### config.mk
export PLATFORM = sky130hd
export DESIGN_NAME = linebuf_window_sequencer_flat
export DESIGN_NICKNAME = d
export VERILOG_FILES = /design/src/rtl/linebuf_window_sequencer_if.sv /design/src/rtl/linebuf_window_sequencer.sv /design/src/flat_wrapper.sv
export SDC_FILE = /design/constraint.sdc
export NUM_CORES = 1
export LEC_CHECK = 0
export BUFFER_PORTS_ARGS = -buffer_cell sky130_fd_sc_hd__buf_2
export CAP_MARGIN = 20
export CORE_UTILIZATION = 23
export CTS_CLUSTER_DIAMETER = 80
export DETAILED_ROUTE_END_ITERATION = 8
export GPL_ROUTABILITY_DRIVEN = 0
export PLACE_DENSITY = 0.4
export SYNTH_ARGS = -nofsm -noshare
export SYNTH_HDL_FRONTEND = slang
export SYNTH_SLANG_ARGS = --single-unit
export TNS_END_PERCENT = 100
### constraint.sdc
create_clock -name clk -period 8.65 [get_ports clk]
set_input_delay 0.4325 -clock clk [delete_from_list [all_inputs] [get_ports clk]]
set_output_delay 0.4325 -clock clk [all_outputs]
set_load 0.01 [all_outputs]
### src/rtl/linebuf_window_sequencer_if.sv
// Pixel-stream handshake plus the window-datapath control bus of the line-buffer sequencer.
interface linebuf_window_sequencer_if #(
  parameter int NUM_ROWS = 6,
  parameter int ADR_W    = 10
);
  logic                pix_valid;
  logic                pix_sof;
  logic                pix_ready;
  logic                shift_en;
  logic [NUM_ROWS-1:0] row_shift_en;
  logic [ADR_W-1:0]    wr_adr;
  logic [ADR_W-1:0]    rd_adr;
  logic                pad_sel;
  logic [12:0]         col;
  logic [12:0]         row;
  logic                window_valid;
  logic [12:0]         center_col;
  logic [12:0]         center_row;
  logic                frame_done;
  logic                sof_err;

  modport master (
    output pix_valid, pix_sof,
    input  pix_ready, shift_en, row_shift_en, wr_adr, rd_adr, pad_sel, col, row,
           window_valid, center_col, center_row, frame_done, sof_err
  );

  modport slave (
    input  pix_valid, pix_sof,
    output pix_ready, shift_en, row_shift_en, wr_adr, rd_adr, pad_sel, col, row,
           window_valid, center_col, center_row, frame_done, sof_err
  );
endinterface

### src/rtl/linebuf_window_sequencer.sv
// Sequences row-RAM addresses/enables and window shifts for a raster stream; outputs 1 cycle after each shift.
// pix_ready drops during flush and done; upstream must hold its pixel (incl. pix_sof) until ready returns.
module linebuf_window_sequencer #(
  parameter int LINE_WIDTH   = 640,
  parameter int FRAME_HEIGHT = 480,
  parameter int NUM_ROWS     = 6,
  parameter int ADR_W        = 10,
  parameter int V_DLY        = 5,
  parameter int H_DLY        = 5
) (
  input logic                        clk,
  input logic                        rst,
  linebuf_window_sequencer_if.slave  bus
);
  localparam int FILL_W = $clog2(NUM_ROWS + 1);
  localparam logic [12:0] COL_LAST   = 13'(LINE_WIDTH - 1);
  localparam logic [12:0] ROW_LAST   = 13'(FRAME_HEIGHT - 1);
  localparam logic [12:0] FLUSH_LAST = 13'(FRAME_HEIGHT + V_DLY - 1);
  localparam logic [12:0] FH13       = 13'(FRAME_HEIGHT);
  localparam logic [12:0] VD13       = 13'(V_DLY);
  localparam logic [12:0] HD13       = 13'(H_DLY);
  localparam logic [FILL_W-1:0] FILL_MAX = FILL_W'(NUM_ROWS);

  typedef enum logic [1:0] {IDLE, ACTIVE, FLUSH, DONE} state_t;

  state_t              state_q, state_d;
  logic [12:0]         nxt_col_q, nxt_col_d, nxt_row_q, nxt_row_d;
  logic [FILL_W-1:0]   fill_q, fill_d;

  logic                shift_en_q, shift_en_d;
  logic [NUM_ROWS-1:0] row_shift_en_q, row_shift_en_d;
  logic [ADR_W-1:0]    wr_adr_q, wr_adr_d, rd_adr_q, rd_adr_d;
  logic                pad_sel_q, pad_sel_d;
  logic [12:0]         col_q, col_d, row_q, row_d;
  logic                window_valid_q, window_valid_d;
  logic [12:0]         center_col_q, center_col_d, center_row_q, center_row_d;
  logic                frame_done_q, frame_done_d;
  logic                sof_err_q, sof_err_d;

  logic                pix_ready, accept, do_shift, pad, restart;
  logic [12:0]         e_col, e_row;
  logic [FILL_W-1:0]   e_fill;

  assign pix_ready = (state_q == IDLE) || (state_q == ACTIVE);
  assign accept    = bus.pix_valid & pix_ready;

  always_ff @(posedge clk) begin
    if (rst) begin
      state_q        <= IDLE;
      nxt_col_q      <= '0;
      nxt_row_q      <= '0;
      fill_q         <= '0;
      shift_en_q     <= 1'b0;
      row_shift_en_q <= '0;
      wr_adr_q       <= '0;
      rd_adr_q       <= '0;
      pad_sel_q      <= 1'b0;
      col_q          <= '0;
      row_q          <= '0;
      window_valid_q <= 1'b0;
      center_col_q   <= '0;
      center_row_q   <= '0;
      frame_done_q   <= 1'b0;
      sof_err_q      <= 1'b0;
    end else begin
      state_q        <= state_d;
      nxt_col_q      <= nxt_col_d;
      nxt_row_q      <= nxt_row_d;
      fill_q         <= fill_d;
      shift_en_q     <= shift_en_d;
      row_shift_en_q <= row_shift_en_d;
      wr_adr_q       <= wr_adr_d;
      rd_adr_q       <= rd_adr_d;
      pad_sel_q      <= pad_sel_d;
      col_q          <= col_d;
      row_q          <= row_d;
      window_valid_q <= window_valid_d;
      center_col_q   <= center_col_d;
      center_row_q   <= center_row_d;
      frame_done_q   <= frame_done_d;
      sof_err_q      <= sof_err_d;
    end
  end

  // e_* is the pixel shifted this cycle; nxt_* is where the following one lands.
  always_comb begin
    state_d   = state_q;
    nxt_col_d = nxt_col_q;
    nxt_row_d = nxt_row_q;
    fill_d    = fill_q;
    do_shift  = 1'b0;
    pad       = 1'b0;
    restart   = 1'b0;
    e_col     = nxt_col_q;
    e_row     = nxt_row_q;
    e_fill    = fill_q;
    unique case (state_q)
      IDLE: begin
        if (accept && bus.pix_sof) begin
          do_shift = 1'b1;
          e_col    = '0;
          e_row    = '0;
          e_fill   = '0;
          state_d  = ACTIVE;
        end
      end
      ACTIVE: begin
        if (accept) begin
          do_shift = 1'b1;
          if (bus.pix_sof) begin
            restart = 1'b1;
            e_col   = '0;
            e_row   = '0;
            e_fill  = '0;
          end
          if (e_col == COL_LAST && e_row == ROW_LAST) state_d = FLUSH;
        end
      end
      FLUSH: begin
        do_shift = 1'b1;
        pad      = 1'b1;
        if (e_col == COL_LAST && e_row == FLUSH_LAST) state_d = DONE;
      end
      DONE: begin
        state_d = IDLE;
        fill_d  = '0;
      end
      default: state_d = IDLE;
    endcase
    if (do_shift) begin
      if (e_col == COL_LAST) begin
        nxt_col_d = '0;
        nxt_row_d = e_row + 13'd1;
        fill_d    = (e_fill == FILL_MAX) ? e_fill : e_fill + 1'b1;
      end else begin
        nxt_col_d = e_col + 13'd1;
        nxt_row_d = e_row;
        fill_d    = e_fill;
      end
    end
  end

  always_comb begin
    shift_en_d     = do_shift;
    pad_sel_d      = pad;
    sof_err_d      = restart;
    frame_done_d   = (state_q == DONE);
    col_d          = col_q;
    row_d          = row_q;
    wr_adr_d       = wr_adr_q;
    rd_adr_d       = rd_adr_q;
    row_shift_en_d = '0;
    window_valid_d = 1'b0;
    center_col_d   = '0;
    center_row_d   = '0;
    if (do_shift) begin
      col_d    = e_col;
      row_d    = e_row;
      wr_adr_d = e_col[ADR_W-1:0];
      rd_adr_d = (e_col == COL_LAST) ? '0 : ADR_W'(e_col + 13'd1);
      // RAM k only takes a line once RAM k-1 already holds a complete one.
      for (int k = 0; k < NUM_ROWS; k++) row_shift_en_d[k] = (32'(e_fill) >= k);
      window_valid_d = (e_row >= VD13) && (e_col >= HD13) && ((e_row - VD13) < FH13);
      if (window_valid_d) begin
        center_col_d = e_col - HD13;
        center_row_d = e_row - VD13;
      end
    end
  end

  assign bus.pix_ready    = pix_ready;
  assign bus.shift_en     = shift_en_q;
  assign bus.row_shift_en = row_shift_en_q;
  assign bus.wr_adr       = wr_adr_q;
  assign bus.rd_adr       = rd_adr_q;
  assign bus.pad_sel      = pad_sel_q;
  assign bus.col          = col_q;
  assign bus.row          = row_q;
  assign bus.window_valid = window_valid_q;
  assign bus.center_col   = center_col_q;
  assign bus.center_row   = center_row_q;
  assign bus.frame_done   = frame_done_q;
  assign bus.sof_err      = sof_err_q;
endmodule

### src/flat_wrapper.sv
// flat-port wrapper written by rule: the top's interface ports become plain ports
module linebuf_window_sequencer_flat 
#(
  parameter int LINE_WIDTH   = 640,
  parameter int FRAME_HEIGHT = 480,
  parameter int NUM_ROWS     = 6,
  parameter int ADR_W        = 10,
  parameter int V_DLY        = 5,
  parameter int H_DLY        = 5
)
  (clk, rst, bus_pix_valid, bus_pix_sof, bus_pix_ready, bus_shift_en, bus_row_shift_en, bus_wr_adr, bus_rd_adr, bus_pad_sel, bus_col, bus_row, bus_window_valid, bus_center_col, bus_center_row, bus_frame_done, bus_sof_err);
  linebuf_window_sequencer_if #(.NUM_ROWS(NUM_ROWS), .ADR_W(ADR_W)) bus_i ();
  input logic clk;
  input logic rst;
  input wire logic [$bits(bus_i.pix_valid)-1:0] bus_pix_valid;
  input wire logic [$bits(bus_i.pix_sof)-1:0] bus_pix_sof;
  output wire logic [$bits(bus_i.pix_ready)-1:0] bus_pix_ready;
  output wire logic [$bits(bus_i.shift_en)-1:0] bus_shift_en;
  output wire logic [$bits(bus_i.row_shift_en)-1:0] bus_row_shift_en;
  output wire logic [$bits(bus_i.wr_adr)-1:0] bus_wr_adr;
  output wire logic [$bits(bus_i.rd_adr)-1:0] bus_rd_adr;
  output wire logic [$bits(bus_i.pad_sel)-1:0] bus_pad_sel;
  output wire logic [$bits(bus_i.col)-1:0] bus_col;
  output wire logic [$bits(bus_i.row)-1:0] bus_row;
  output wire logic [$bits(bus_i.window_valid)-1:0] bus_window_valid;
  output wire logic [$bits(bus_i.center_col)-1:0] bus_center_col;
  output wire logic [$bits(bus_i.center_row)-1:0] bus_center_row;
  output wire logic [$bits(bus_i.frame_done)-1:0] bus_frame_done;
  output wire logic [$bits(bus_i.sof_err)-1:0] bus_sof_err;
  assign bus_i.pix_valid = bus_pix_valid;
  assign bus_i.pix_sof = bus_pix_sof;
  assign bus_pix_ready = bus_i.pix_ready;
  assign bus_shift_en = bus_i.shift_en;
  assign bus_row_shift_en = bus_i.row_shift_en;
  assign bus_wr_adr = bus_i.wr_adr;
  assign bus_rd_adr = bus_i.rd_adr;
  assign bus_pad_sel = bus_i.pad_sel;
  assign bus_col = bus_i.col;
  assign bus_row = bus_i.row;
  assign bus_window_valid = bus_i.window_valid;
  assign bus_center_col = bus_i.center_col;
  assign bus_center_row = bus_i.center_row;
  assign bus_frame_done = bus_i.frame_done;
  assign bus_sof_err = bus_i.sof_err;
  linebuf_window_sequencer #(.LINE_WIDTH(LINE_WIDTH), .FRAME_HEIGHT(FRAME_HEIGHT), .NUM_ROWS(NUM_ROWS), .ADR_W(ADR_W), .V_DLY(V_DLY), .H_DLY(H_DLY)) u_core (.clk(clk), .rst(rst), .bus(bus_i));
endmodule
==> impl_metrics.toml <==
[pwr]
power.share.clock_pct = 37.1
power.internal_mw = 0.7482
p_leak_nw = 2.152
power.density_mw_per_mm2 = 209.4
max-vdd-ir-drop_uv = 124.2
p_seq_share_pct = 40.6
comb_power_share_pct = 22.2
switching_share_pct = 32.82
total_switching_power_mw = 0.3656

[flow_run]
cap_violations = 0

[synth]
netlist_area_sq_mm = 0.004512
synth.top_cell.area_share_pct = 41.26
post_synth_num_cell_types = 57
synth_enable_flop_cells = 0
synth_largest_area_cell = "sky130_fd_sc_hd__dfxtp_1"
syn_avg_cell_area_sq_um = 8.248
synth_cells = 547
postSynth.topFlopCell = "sky130_fd_sc_hd__dfxtp_1"
sequential_cell_area_fraction_in_the_yosys_report_pct = 41.26
synthMostInstantiatedCell = "sky130_fd_sc_hd__dfxtp_1"
synth.yosys.warnings = 0
most_instantiated_cells_after_synthesis = "93 x sky130_fd_sc_hd__dfxtp_1, 63 x sky130_fd_sc_hd__nand2_1, 62 x sky130_fd_sc_hd__a21oi_1, 39 x sky130_fd_sc_hd__clkbuf_1, 35 x sky130_fd_sc_hd__nand3_1"
async_reset_ff_share_pct = 0
post_synth_main_area_contributors = "sky130_fd_sc_hd__dfxtp_1 41%, sky130_fd_sc_hd__a21oi_1 6.9%, sky130_fd_sc_hd__nand2_1 5.2%, sky130_fd_sc_hd__ha_1 3.9%, sky130_fd_sc_hd__nand3_1 3.9%"
synth_seq_cells = 93

[clock_tree]
cts.sink_count = 93
cts_tree = "built"
clock_latency_ns = 0.36
cts_inserted_buffers = 9
clock_tree.htree_level_count = 3
clockBufferDepth = 2
clk_root_buffer_cell = "sky130_fd_sc_hd__clkbuf_16"
clkTransAtPathRegs_ns = 0.07
cts-resized-gates = 0
cts.hold.buffers_added = 0
post-cts-setup-buffers = 0

[route]
iteration_count_of_the_initial_detailed_routing_pass = 4
dr_wl_met2_um = 5884
drtAntennaViolNets = 0
routedLengthMet1_um = 6569
initialDrtViolationCount = 224
count_of_vias_placed_by_the_detailed_router = 4021
drcViolationCount = 0
maxUsedRoutingLayer = "met4"
route.detailed.wl_per_inst_um = 15.60
via_per_inst = 4.708
postRouteWirelength_um = 13320
met3_wirelength_um = 643

[placement]
dp_hpwl_um = 8957
place.port_buffers = 87
pre_cts_ws_ns = 4.722

[sta]
hold_viol = 0
fin_crit_sh_pct = 45.45
final_period_minus_worst_setup_slack_ns = 3.931
timing_max_transition_violations_final = 0
fin_setup_tns_ns = 0
final_critical_path_setup_slack_ns = 4.719
final-setup-viol-count = 0
worst_pin_slew_ns = 0.8902
fmaxAchievable_mhz = 254.4
slew_headroom_pct = 40.48
setup_repair_after_global_routing_missed_its_margin = "no"
worst_clock_skew_ns = 0.008245

[worst_setup_path]
worst-endpoint-arrival_ns = 4.17
criticalPathCategory = "register to register"
crit_fanout = 58
required_ns = 8.89
critPathLaunchType = "register"
setup.worst_path.end_class = "register"

[die]
initial_cell_density_of_the_core_pct = 23.80
die_width_um = 142.1
area_of_the_core_sq_mm = 0.01896
row_count = 50
floorplan.die_area_sq_mm = 0.02018
floorplan.io_pins = 88
die_h_um = 142.1

[layout]
antennaDiodeCount = 0
area_delta_synth_final_pct = 17.91
drive_gt1_share_pct = 21.38
finish.net_count = 607
fillers = 2021

[grt]
wire_length_of_the_first_global_routing_pass_um = 20730
antenna_violations_before_repair = 0
grt_max_degree = 66
global_router_s_overall_resource_usage_pct = 13.36
vias_in_the_first_global_route = 3681
overflow = 0

[hold_path]
class_of_the_tightest_hold_or_removal_check = "input port to register"

[outcome]
status = "finished, final reports clean"
[worst paths after layout]
path | end | slack [ns] | from | cells past startpoint
setup reg to reg | u_core.bus.center_col[5] | 4.72 | u_core.state_q[0] | 11
hold reg to reg | u_core.bus.row[11] | 0.46 | u_core.bus.row[11] | 2
hold / removal | u_core.bus.sof_err | 0.40 | bus_pix_sof | 3
setup / recovery | u_core.bus.center_col[5] | 4.72 | u_core.state_q[0] | 11
[through the flow]
stage / instances / area [sq um] / util [%] / hold slack, ns / power (mW)
2_1_floorplan: 550 / 4523 / - / 0.4405 / 0.6316
3_3_place_gp: 837 / 4996 / 26.36 / 0.4411 / 0.6963
3_5_place_dp: 837 / 4996 / 26.36 / 0.4481 / 0.6996
4_1_cts: 853 / 5300 / 27.96 / 0.3810 / 1.120
5_1_grt: 854 / 5320 / 28.07 / 0.4236 / 1.170
6_report: 854 / 5320 / 28.07 / 0.3972 / 1.114
[layout make-up]
cell class	instances	area, sq um	area share [%]
clock inverters	3	43.79	0.8231
repair buffers	95	508.0	9.548
flip-flops and latches	93	1862	35.00
multi-input cells	379	2280	42.85
well taps	260	325.3	6.115
inverters	11	41.29	0.7761
clock buffers	13	260.3	4.892
[flip-flops by register name, summed over array words and instances (netlist names)]
name                     cells
u_core.bus.row_shift_en      6
u_core.bus.row              13
u_core.bus.center_row       13
u_core.bus.rd_adr            9
u_core.bus.col              13
u_core.bus.sof_err           1
u_core.state_q               2
u_core.nxt_row_q            13
u_core.nxt_col_q             4
u_core.bus.window_valid      1
u_core.bus.center_col       13
u_core.bus.frame_done        1
u_core.fill_q                3
u_core.bus.pad_sel           1
[critical path, cell delays in order, from the launching register on]
cell                       delay, ns
sky130_fd_sc_hd__dfxtp_1        0.39
sky130_fd_sc_hd__inv_1          0.08
sky130_fd_sc_hd__ha_1           0.29
sky130_fd_sc_hd__o211ai_1       0.20
sky130_fd_sc_hd__buf_4          0.52
sky130_fd_sc_hd__nand2_1        0.20
sky130_fd_sc_hd__ha_1           0.25
sky130_fd_sc_hd__nor2b_1        0.38
sky130_fd_sc_hd__nor4b_1        0.12
sky130_fd_sc_hd__xnor2_1        0.17
sky130_fd_sc_hd__nand4_1        0.69
sky130_fd_sc_hd__a311oi_1       0.50
[power by group through the flow]
stage	Sequential (mW)	Clock (mW)	Combinational, mW
finish	0.453	0.414	0.247
global route	0.455	0.439	0.277
CTS	0.453	0.428	0.239
detailed placement	0.462	0	0.237
global placement	0.462	0	0.235
floorplan	0.461	0	0.171
[layer usage]
layer	up-vias	global-route usage [%]
li1	2005	-
met1	1898	18.55
met2	106	20.07
met3	12	2.456
met4	0	5.772
met5	-	0
[layout by cell type, fill, tap and decap left out, drive strengths merged, types with 6 or more instances in the layout]
| cell | synthesis | routed |
|---|---|---|
| a211oi | 15 | 15 |
| a21oi | 62 | 62 |
| a31o | 6 | 6 |
| and2 | 7 | 7 |
| and3 | 6 | 6 |
| buf | 28 | 95 |
| clkbuf | 39 | 13 |
| dfxtp | 93 | 93 |
| ha | 14 | 14 |
| inv | 11 | 11 |
| nand2 | 63 | 63 |
| nand3 | 35 | 35 |
| nand4 | 13 | 13 |
| nor2 | 17 | 17 |
| nor3 | 26 | 26 |
| nor4 | 7 | 7 |
| o21ai | 20 | 20 |
| or3 | 7 | 7 |
| or4 | 7 | 7 |
| xnor2 | 10 | 10 |
| xor2 | 7 | 7 |
[kinds of logic (layout without fill, tap and decap cells)]
logic type / after synthesis / count (layout) / synth area share, %
buffers and inverters: 78 / 122 / 8.652
DFF: 93 / 93 / 41.26
AOI/OAI and AO/OA: 129 / 129 / 17.36
muxes: 1 / 1 / 0.2219
other: 1 / 4 / 0.08311
and+or+nand+nor: 214 / 214 / 25.24
adders and majority gates: 14 / 14 / 3.882
xor gates and xnor gates: 17 / 17 / 3.300
(Power assumes the default switching activity.)
